`src/rtl/alarm_sequencer_if.sv`:
```
// rtl/alarm_sequencer_if.sv - digit/ack inputs and display/alarm outputs of alarm_sequencer
interface alarm_sequencer_if;
  logic [3:0] digit;
  logic       data_valid;
  logic       ack;
  logic [3:0] disp_digit;
  logic       disp_en;
  logic       buzzer;
  logic       led;
  logic       bad_digit;

  modport master (
    output digit, data_valid, ack,
    input  disp_digit, disp_en, buzzer, led, bad_digit
  );

  modport slave (
    input  digit, data_valid, ack,
    output disp_digit, disp_en, buzzer, led, bad_digit
  );
endinterface

```
`src/rtl/alarm_sequencer.sv`:
```
// rtl/alarm_sequencer.sv - digit latch, timed buzzer burst and sticky alarm LED
module alarm_sequencer #(
  parameter int THRESH       = 7,
  parameter int BEEP_ON_CYC  = 6000000,
  parameter int BEEP_OFF_CYC = 6000000,
  parameter int NUM_BEEPS    = 3,
  parameter int IDLE_TO_CYC  = 120000000
) (
  input  logic             clk,
  input  logic             rst,
  alarm_sequencer_if.slave bus
);
  localparam int PH_MAX = (BEEP_ON_CYC > BEEP_OFF_CYC) ? BEEP_ON_CYC : BEEP_OFF_CYC;
  localparam int PW     = $clog2(PH_MAX + 1);
  localparam int CW     = $clog2(NUM_BEEPS + 1);
  localparam int IW     = $clog2(IDLE_TO_CYC + 1);

  localparam logic [PW-1:0] ON_LAST   = PW'(BEEP_ON_CYC - 1);
  localparam logic [PW-1:0] OFF_LAST  = PW'(BEEP_OFF_CYC - 1);
  localparam logic [CW-1:0] BEEPS     = CW'(NUM_BEEPS);
  localparam logic [IW-1:0] IDLE_LAST = IW'(IDLE_TO_CYC - 1);
  localparam logic [3:0]    THR       = 4'(THRESH);

  typedef enum logic [1:0] {S_IDLE, S_SHOW, S_BEEP_ON, S_BEEP_OFF} state_t;

  state_t        r_state, w_state_nxt;
  logic [PW-1:0] r_ph, w_ph_nxt;
  logic [CW-1:0] r_cnt, w_cnt_nxt;
  logic [IW-1:0] r_idle, w_idle_nxt;
  logic [3:0]    r_disp_digit, w_disp_digit_nxt;
  logic          r_disp_en, w_disp_en_nxt;
  logic          r_buzzer, w_buzzer_nxt;
  logic          r_led, w_led_nxt;
  logic          r_bad, w_bad_nxt;

  logic w_valid, w_hi, w_beeping, w_tmo;

  assign w_valid   = bus.data_valid && (bus.digit <= 4'd9);
  assign w_hi      = (bus.digit >= THR);
  assign w_beeping = (r_state == S_BEEP_ON) || (r_state == S_BEEP_OFF);
  assign w_tmo     = !bus.data_valid && (r_state != S_IDLE) && (r_idle == IDLE_LAST);

  always_ff @(posedge clk or negedge rst) begin
    if (!rst) begin
      r_state      <= S_IDLE;
      r_ph         <= '0;
      r_cnt        <= '0;
      r_idle       <= '0;
      r_disp_digit <= '0;
      r_disp_en    <= 1'b0;
      r_buzzer     <= 1'b0;
      r_led        <= 1'b0;
      r_bad        <= 1'b0;
    end else begin
      r_state      <= w_state_nxt;
      r_ph         <= w_ph_nxt;
      r_cnt        <= w_cnt_nxt;
      r_idle       <= w_idle_nxt;
      r_disp_digit <= w_disp_digit_nxt;
      r_disp_en    <= w_disp_en_nxt;
      r_buzzer     <= w_buzzer_nxt;
      r_led        <= w_led_nxt;
      r_bad        <= w_bad_nxt;
    end
  end

  // Later assignments take priority: phase progress < ack < idle timeout < valid digit.
  always_comb begin
    w_state_nxt = r_state;
    w_ph_nxt    = r_ph;
    w_cnt_nxt   = r_cnt;
    w_idle_nxt  = r_idle;
    case (r_state)
      S_BEEP_ON: begin
        if (r_ph == ON_LAST) begin
          w_state_nxt = S_BEEP_OFF;
          w_ph_nxt    = '0;
          w_cnt_nxt   = r_cnt + CW'(1);
        end else begin
          w_ph_nxt = r_ph + PW'(1);
        end
      end
      S_BEEP_OFF: begin
        if (r_ph == OFF_LAST) begin
          w_ph_nxt = '0;
          if (r_cnt < BEEPS) begin
            w_state_nxt = S_BEEP_ON;
          end else begin
            w_state_nxt = S_SHOW;
            w_cnt_nxt   = '0;
          end
        end else begin
          w_ph_nxt = r_ph + PW'(1);
        end
      end
      default: ;
    endcase
    if ((r_state != S_IDLE) && !bus.data_valid) w_idle_nxt = r_idle + IW'(1);
    if (bus.ack && w_beeping) begin
      w_state_nxt = S_SHOW;
      w_ph_nxt    = '0;
      w_cnt_nxt   = '0;
    end
    if (w_tmo) begin
      w_state_nxt = S_IDLE;
      w_ph_nxt    = '0;
      w_cnt_nxt   = '0;
      w_idle_nxt  = '0;
    end
    if (w_valid) begin
      w_state_nxt = w_hi ? S_BEEP_ON : S_SHOW;
      w_ph_nxt    = '0;
      w_cnt_nxt   = '0;
      w_idle_nxt  = '0;
    end
  end

  always_comb begin
    w_buzzer_nxt     = (w_state_nxt == S_BEEP_ON);
    w_disp_en_nxt    = (w_state_nxt != S_IDLE);
    w_disp_digit_nxt = w_valid ? bus.digit : r_disp_digit;
    w_bad_nxt        = bus.data_valid && (bus.digit > 4'd9);
    w_led_nxt        = r_led;
    if (bus.ack) w_led_nxt = 1'b0;
    if (w_valid && w_hi) w_led_nxt = 1'b1;
  end

  assign bus.disp_digit = r_disp_digit;
  assign bus.disp_en    = r_disp_en;
  assign bus.buzzer     = r_buzzer;
  assign bus.led        = r_led;
  assign bus.bad_digit  = r_bad;
endmodule

```
`src/flat_wrapper.sv`:
```
// flat-port wrapper written by rule: the top's interface ports become plain ports
module alarm_sequencer_flat 
#(
  parameter int THRESH       = 7,
  parameter int BEEP_ON_CYC  = 6000000,
  parameter int BEEP_OFF_CYC = 6000000,
  parameter int NUM_BEEPS    = 3,
  parameter int IDLE_TO_CYC  = 120000000
)
  (clk, rst, bus_digit, bus_data_valid, bus_ack, bus_disp_digit, bus_disp_en, bus_buzzer, bus_led, bus_bad_digit);
  alarm_sequencer_if bus_i ();
  input  logic clk;
  input  logic rst;
  input wire logic [$bits(bus_i.digit)-1:0] bus_digit;
  input wire logic [$bits(bus_i.data_valid)-1:0] bus_data_valid;
  input wire logic [$bits(bus_i.ack)-1:0] bus_ack;
  output wire logic [$bits(bus_i.disp_digit)-1:0] bus_disp_digit;
  output wire logic [$bits(bus_i.disp_en)-1:0] bus_disp_en;
  output wire logic [$bits(bus_i.buzzer)-1:0] bus_buzzer;
  output wire logic [$bits(bus_i.led)-1:0] bus_led;
  output wire logic [$bits(bus_i.bad_digit)-1:0] bus_bad_digit;
  assign bus_i.digit = bus_digit;
  assign bus_i.data_valid = bus_data_valid;
  assign bus_i.ack = bus_ack;
  assign bus_disp_digit = bus_i.disp_digit;
  assign bus_disp_en = bus_i.disp_en;
  assign bus_buzzer = bus_i.buzzer;
  assign bus_led = bus_i.led;
  assign bus_bad_digit = bus_i.bad_digit;
  alarm_sequencer #(.THRESH(THRESH), .BEEP_ON_CYC(BEEP_ON_CYC), .BEEP_OFF_CYC(BEEP_OFF_CYC), .NUM_BEEPS(NUM_BEEPS), .IDLE_TO_CYC(IDLE_TO_CYC)) u_core (.clk(clk), .rst(rst), .bus(bus_i));
endmodule
```
`config.mk`:
```
export PLATFORM = sky130hd
export DESIGN_NAME = alarm_sequencer_flat
export DESIGN_NICKNAME = d
export VERILOG_FILES = /design/src/rtl/alarm_sequencer_if.sv /design/src/rtl/alarm_sequencer.sv /design/src/flat_wrapper.sv
export SDC_FILE = /design/constraint.sdc
export NUM_CORES = 1
export LEC_CHECK = 0
export CORE_MARGIN = 2
export CORE_UTILIZATION = 60
export CTS_CLUSTER_SIZE = 30
export DETAILED_ROUTE_END_ITERATION = 16
export PLACE_DENSITY = 0.79
export SETUP_SLACK_MARGIN = 0.2
export SYNTH_ARGS = -nofsm -noshare
export SYNTH_HDL_FRONTEND = slang
export SYNTH_SLANG_ARGS = --single-unit
```
`constraint.sdc`:
```
create_clock -name clk -period 3 [get_ports clk]
set_input_delay 0.6 -clock clk [delete_from_list [all_inputs] [get_ports clk]]
set_output_delay 0.6 -clock clk [all_outputs]
set_load 0.05 [all_outputs]
```
==> metrics.txt, run 1 <==
outcome=finished, final reports clean; DR vias=3029; total number of H-tree levels=3; vias in the first global route=2954; Async SR Flop Fraction=100%; Via density=6.31; first-pass GRT wire length=13.9 mm; Yosys reg bits=62; GPL Wtd Cong=0.924; clock period minus worst slack=2.49 ns; register area=1550 um2; crit-path max cell delay=0.52 ns; most common cell after layout, fill and taps aside=dfrtp_1; DP HPWL=5.60 mm; max-slew violation count=0; met3 GRT Util=4.49%; Crit-path slowest cell=o41ai_1; syn avg cell area=9.14 um2; Max Root-Sink Buffers=2; skew final=0.00724 ns; final WL=8.01 mm; Post-Synthesis Cell Area=3480 um2; clk slew on worst S/H paths=0.07 ns; DRC=0; most frequent cells in the layout=dfrtp_1 (62), nand2_1 (36), nor2_1 (36); Worst Path Required=3.22 ns; GR Util met1=36.1%; Post-synth EDFFs=0; CTS root buf=clkbuf_8; Die Area=6430 um2; Rel. slew slack=48.9%; post-synth cell types=63; ANT cells=0; Sw Pwr=0.000494 W; clk_lat worst skew=0.34 ns; number of top-level pins=16; unrepaired setup endpoints after global routing=no; max-cap check violation count=0; crit path cell chain=ha_1 -> and3_1 -> nand2_1 -> o41ai_1 -> or2_1 -> nor3_1 -> a211o_1; cells after synthesis=381; Reg power frac=49.8%; fill count=440; initial antenna violation count=0; PD cells=456 nW/um2; Routed WL per cell=16.7 um; die width=80.2 um; share of post-route cells with drive strength above 1=13.2%; overall routing resource usage=28.1%; crit start category=register; clock sinks=62; Max Clock Freq=0.401 GHz; Layout Utilization=70.5%; GR Overflow Total=0; Ys Warns=0; met2 Use GR=45.3%; Worst path depth=7; worst min-delay path class=in -> async; worst vdd rail ir drop=0.259 mV; CP arrival=2.71 ns; drt first pass iters=4; Int Pwr=0.00129 W; Core ar.=5540 um2; setup violators final=0; CTS buffer count=9; Net Count, Synth=392; main flop type after synthesis=dfrtp_1; final antenna-violating net count=0; Sw Share=27.7%; Iter 0 DRT Violations=199; TritonCTS clock tree=built; LEAKAGE=1.64 nW; critical path's top delay family=simple AND/OR/NAND/NOR gates; Cell Rows=27; Clk pwr share=36.5%; worst path buffer plus inverter count=0; Fin Setup TNS=0 ns; Final period util=83.0%; area of the multi-input gates=1820 um2; Worst R2R Path Depth=7; PortBufs=15; Critical Path Fanout Max=9; Fin. Hold Viols=0; Worst Setup End Kind=register; Hold Worst Slack=0.219 ns; crit path kind=reg -> reg; sequential fraction of the synthesis area=44.6%; die height=80.2 um; Syn-to-layout area delta=12.2%; Comb power frac=13.7%; largest net degree at the start of global routing=24; slew of the pin with the lowest slew margin=0.767 ns; GRT busiest layer=met2; # Post-CTS Setup Buffers=0; starting density of the core=62.8%; Post-layout nets=415
==> power by group through the flow <==
stage	clock (W)	sequential (W)	combinational [W]
after floorplan	0	0.000939	0.000104
after global placement	0	0.000899	0.000233
after detailed placement	0	0.000901	0.000241
after CTS	0.000662	0.000887	0.000244
after global routing	0.000699	0.000892	0.000264
final	0.000651	0.000888	0.000244
==> routing by layer <==
| layer | vias up | part of all wire (%) | routed length (um) |
|---|---|---|---|
| met3 | 27 | 3.9 | 316 |
| met1 | 1463 | 44 | 3540 |
| met2 | 86 | 48 | 3870 |
| li1 | 1453 | - | - |
| met5 | - | 0 | 0 |
| met4 | 0 | 3.5 | 278 |
==> flip-flops by register name (all words and copies together), names as in the netlist <==
register	flops
u_core.bus.buzzer	1
u_core.bus.led	1
u_core.r_state	2
u_core.bus.disp_en	1
u_core.bus.disp_digit	4
u_core.r_ph	23
u_core.r_idle	27
u_core.r_cnt	2
u_core.bus.bad_digit	1
==> metrics by stage <==
step | setup WS, ns | std cells | instance area, um2 | power [W]
6_report | 0.509 | 480 | 3910 | 0.00178
4_1_cts | 0.398 | 480 | 3900 | 0.00179
3_5_place_dp | 0.301 | 465 | 3730 | 0.00114
2_1_floorplan | 0.840 | 381 | 3480 | 0.00104
5_1_grt | 0.248 | 480 | 3910 | 0.00186
3_3_place_gp | 0.427 | 465 | 3730 | 0.00113
==> area by class of cell <==
type                            count  area share (%)
Clock inverter                      1           0.128
Timing Repair Buffer               28            6.21
Tap cell                           72            2.31
Multi-Input combinational cell    295            46.7
Sequential cell                    62            39.7
Inverter                            8           0.769
Clock buffer                       14            4.16
==> repair_timing <==
item,in CTS,in global routing
hold buffers,0,0
resized for setup,0,1
setup endpoints to repair,0,8
==> cell usage after synthesis (2+ instances only) <==
cell / number / area [um2]
and2_1: 4 / 25.0
o31ai_1: 4 / 30.0
xnor2_1: 2 / 17.5
clkbuf_1: 7 / 26.3
nor2_1: 36 / 135
o211ai_1: 3 / 22.5
o21ai_0: 31 / 155
a21oi_1: 14 / 70.1
nand3_1: 29 / 145
o41ai_1: 3 / 26.3
a32o_1: 3 / 30.0
nor2_2: 2 / 12.5
inv_1: 8 / 30.0
nand2_1: 36 / 135
mux2_2: 6 / 67.6
buf_2: 7 / 35.0
nand3_2: 2 / 20.0
nand4bb_1: 2 / 22.5
a31oi_1: 6 / 37.5
or4_1: 2 / 15.0
a41oi_1: 2 / 17.5
a21o_1: 3 / 22.5
ha_1: 3 / 37.5
and3_1: 13 / 81.3
nor3_1: 12 / 60.1
a211o_1: 3 / 26.3
and3_2: 3 / 22.5
nor4_1: 4 / 25.0
xor2_1: 15 / 131
or2_2: 3 / 18.8
a221o_1: 2 / 20.0
dfrtp_1: 62 / 1550
nand4_1: 10 / 62.6
nand2b_1: 3 / 18.8
or3_1: 8 / 50.1
==> path summary, 6_finish.rpt <==
check | end | from | slack (ns)
worst max-delay path | u_core.r_ph[3] | u_core.r_ph[0] | 0.51
worst min-delay path | u_core.r_ph[7] | rst | 0.22
worst max register to register | u_core.r_ph[3] | u_core.r_ph[0] | 0.51
worst min register to register | u_core.r_idle[26] | u_core.r_idle[26] | 0.49
max in group asynchronous | u_core.r_idle[10] | rst | 2.09
min in group clk | u_core.r_idle[26] | u_core.r_idle[26] | 0.49
==> cells by family after synthesis <==
group	count (synthesis)	share of synthesized area, %
DFF	62	44.6
muxes	6	1.94
buffers and inverters	24	3.16
adders and majority gates	3	1.08
xor gates and xnor gates	17	4.28
and+or+nand+nor	182	28.3
AOI/OAI and AO/OA	87	16.6
Power figures use the tool's default switching activity.
==> run 2: changes to the inputs <==
CORE_UTILIZATION = 55   (was 60)
PLACE_DENSITY = 0.76   (was 0.79)
clock period = 2.2 ns   (was 3 ns; I/O delays follow)
==> run 2 against run 1 <==
  * Sequential power is 35% higher
  * Critical path type unchanged
  * Core utilization is 9.0 points higher
  * Clock power is 81% higher
  * Highest routed layer unchanged
==> metrics.txt, run 2 (same netlist as run 1, synthesis figures left out) <==
die width=83.6 um; Worst Setup End Kind=register; slew of the pin with the lowest slew margin=0.497 ns; die height=83.6 um; share of post-route cells with drive strength above 1=33.9%; Via density=6.34; clock period minus worst slack=2.13 ns; most frequent cells in the layout=buf_4 (60), dfrtp_1 (59), nand2_1 (33), nor2_1 (33), o21ai_0 (27); worst vdd rail ir drop=0.487 mV; GPL Wtd Cong=0.946; max-slew violation count=0; outcome=finished, final reports clean; setup violators final=0; Critical Path Fanout Max=6; PortBufs=15; Post-Layout Inst Area=4790 um2; DP HPWL=5.85 mm; max reg flops=27; Setup WS post-layout=0.0718 ns; clock sinks=62; Reg2Reg Setup Slack=0.07 ns; GR Overflow Total=0; crit path kind=reg -> reg; crit path cell chain=and3_1 -> nand2_4 -> buf_6 -> o41ai_4 -> nor2_4 -> buf_6 -> and3_1 -> a211o_1; PD cells=585 nW/um2; clk_lat worst skew=0.35 ns; CTS root buf=clkbuf_8; placed cell areas=4070 um2; Die Area=6980 um2; DP Cell Count=506; Max Clock Freq=0.470 GHz; largest net degree at the start of global routing=63; first-pass GRT wire length=15.1 mm; overall routing resource usage=26.4%; total number of H-tree levels=3; ANT cells=0; Biggest register=u_core.r_idle; clk slew on worst S/H paths=0.07 ns; crit start category=register; LEAKAGE=2.07 nW; Routed WL per cell=18.0 um; Syn-to-layout area delta=37.6%; Crit-path slowest cell=dfrtp_1; Fin. Hold Viols=0; final antenna-violating net count=0; CP arrival=2.36 ns; Rel. slew slack=66.7%; unrepaired setup endpoints after global routing=yes; CTS buffer count=9; DRC=0; critical path's top delay family=simple AND/OR/NAND/NOR gates; Worst Path Required=2.43 ns; number of top-level pins=16; vias in the first global route=3203; initial antenna violation count=0; crit-path max cell delay=0.46 ns; Core ar.=6030 um2; Max Root-Sink Buffers=2; drt first pass iters=6; Post-layout nets=475; worst min-delay path class=in -> async; skew final=0.0104 ns; Cell Rows=28; most common cell after layout, fill and taps aside=buf_4; Final period util=96.7%; non-filler cells, final=544; final WL=9.81 mm; Iter 0 DRT Violations=250; worst path buffer plus inverter count=2; hold buffers post-CTS=0; TritonCTS clock tree=built; DR vias=3447; max-cap check violation count=0; starting density of the core=57.8%; setup slack at placement=-0.117 ns
## run 2: changes by cell type in the layout (fill, tap and decap cells not counted), moves of 4 or more
cell / change
buf_4: +47
o21ai_1: +4
buf_6: +11
nor3_2: +4
o21ai_0: -4
nand3_2: +5
nand3_1: -5
nor3_1: -5
## run 2: cell type report
cell class | count | area (um2)
clock buffer | 13 | 169
clock inverter | 3 | 65.1
fill | 353 | 1240
inverter | 8 | 30.0
multi-input combinational | 295 | 2110
sequential | 62 | 1560
tap | 75 | 93.8
timing repair buffer | 88 | 762
## run 2: worst paths after layout
kind	startpoint	end	cells after the start
max in group asynchronous	rst	u_core.r_ph[2]	2
hold reg to reg	u_core.r_ph[16]	u_core.r_ph[16]	1
setup reg to reg	u_core.r_ph[6]	u_core.r_ph[3]	8
setup / recovery	u_core.r_ph[6]	u_core.r_ph[3]	8
hold / removal	rst	u_core.bus.disp_digit[3]	2
min in group clk	bus_digit[1]	u_core.bus.disp_digit[1]	2
## run 2: through the flow
step | util, % | power, W | hold WS [ns] | setup TNS [ns]
3_3_place_gp | 67.5 | 0.00158 | 0.472 | -0.607
6_report | 79.5 | 0.00280 | 0.0812 | 0
5_1_grt | 79.5 | 0.00289 | 0.124 | 0
2_1_floorplan | - | 0.00143 | 0.144 | 0
4_1_cts | 74.4 | 0.00278 | 0.101 | 0
3_5_place_dp | 67.5 | 0.00159 | 0.474 | -1.20
## run 2: what timing repair did
| item | 4_1_cts | 5_1_grt |
|---|---|---|
| gates resized for setup | 20 | 48 |
| setup buffers | 13 | 9 |
| setup endpoints to repair | 40 | 52 |
| pin swaps | 18 | 25 |
| hold endpoints to repair | 0 | 0 |
## run 2: metal layers
metal  global-route usage (%)  routed length (um)  vias up  part of all wire, %
met5                        0                   0        -                    0
li1                         -                   -     1582                    -
met3                     4.35                 588       21                  6.0
met4                     12.6                 228        0                  2.3
met1                     35.0                4130     1677                   42
met2                     42.4                4870      167                   50
## run 2: where the power goes
part	internal [W]	switching (W)	leakage, nW
clock network	0.000730	0.000452	0.120
logic	0.000172	0.000250	1.11
registers	0.00118	0.0000231	0.842
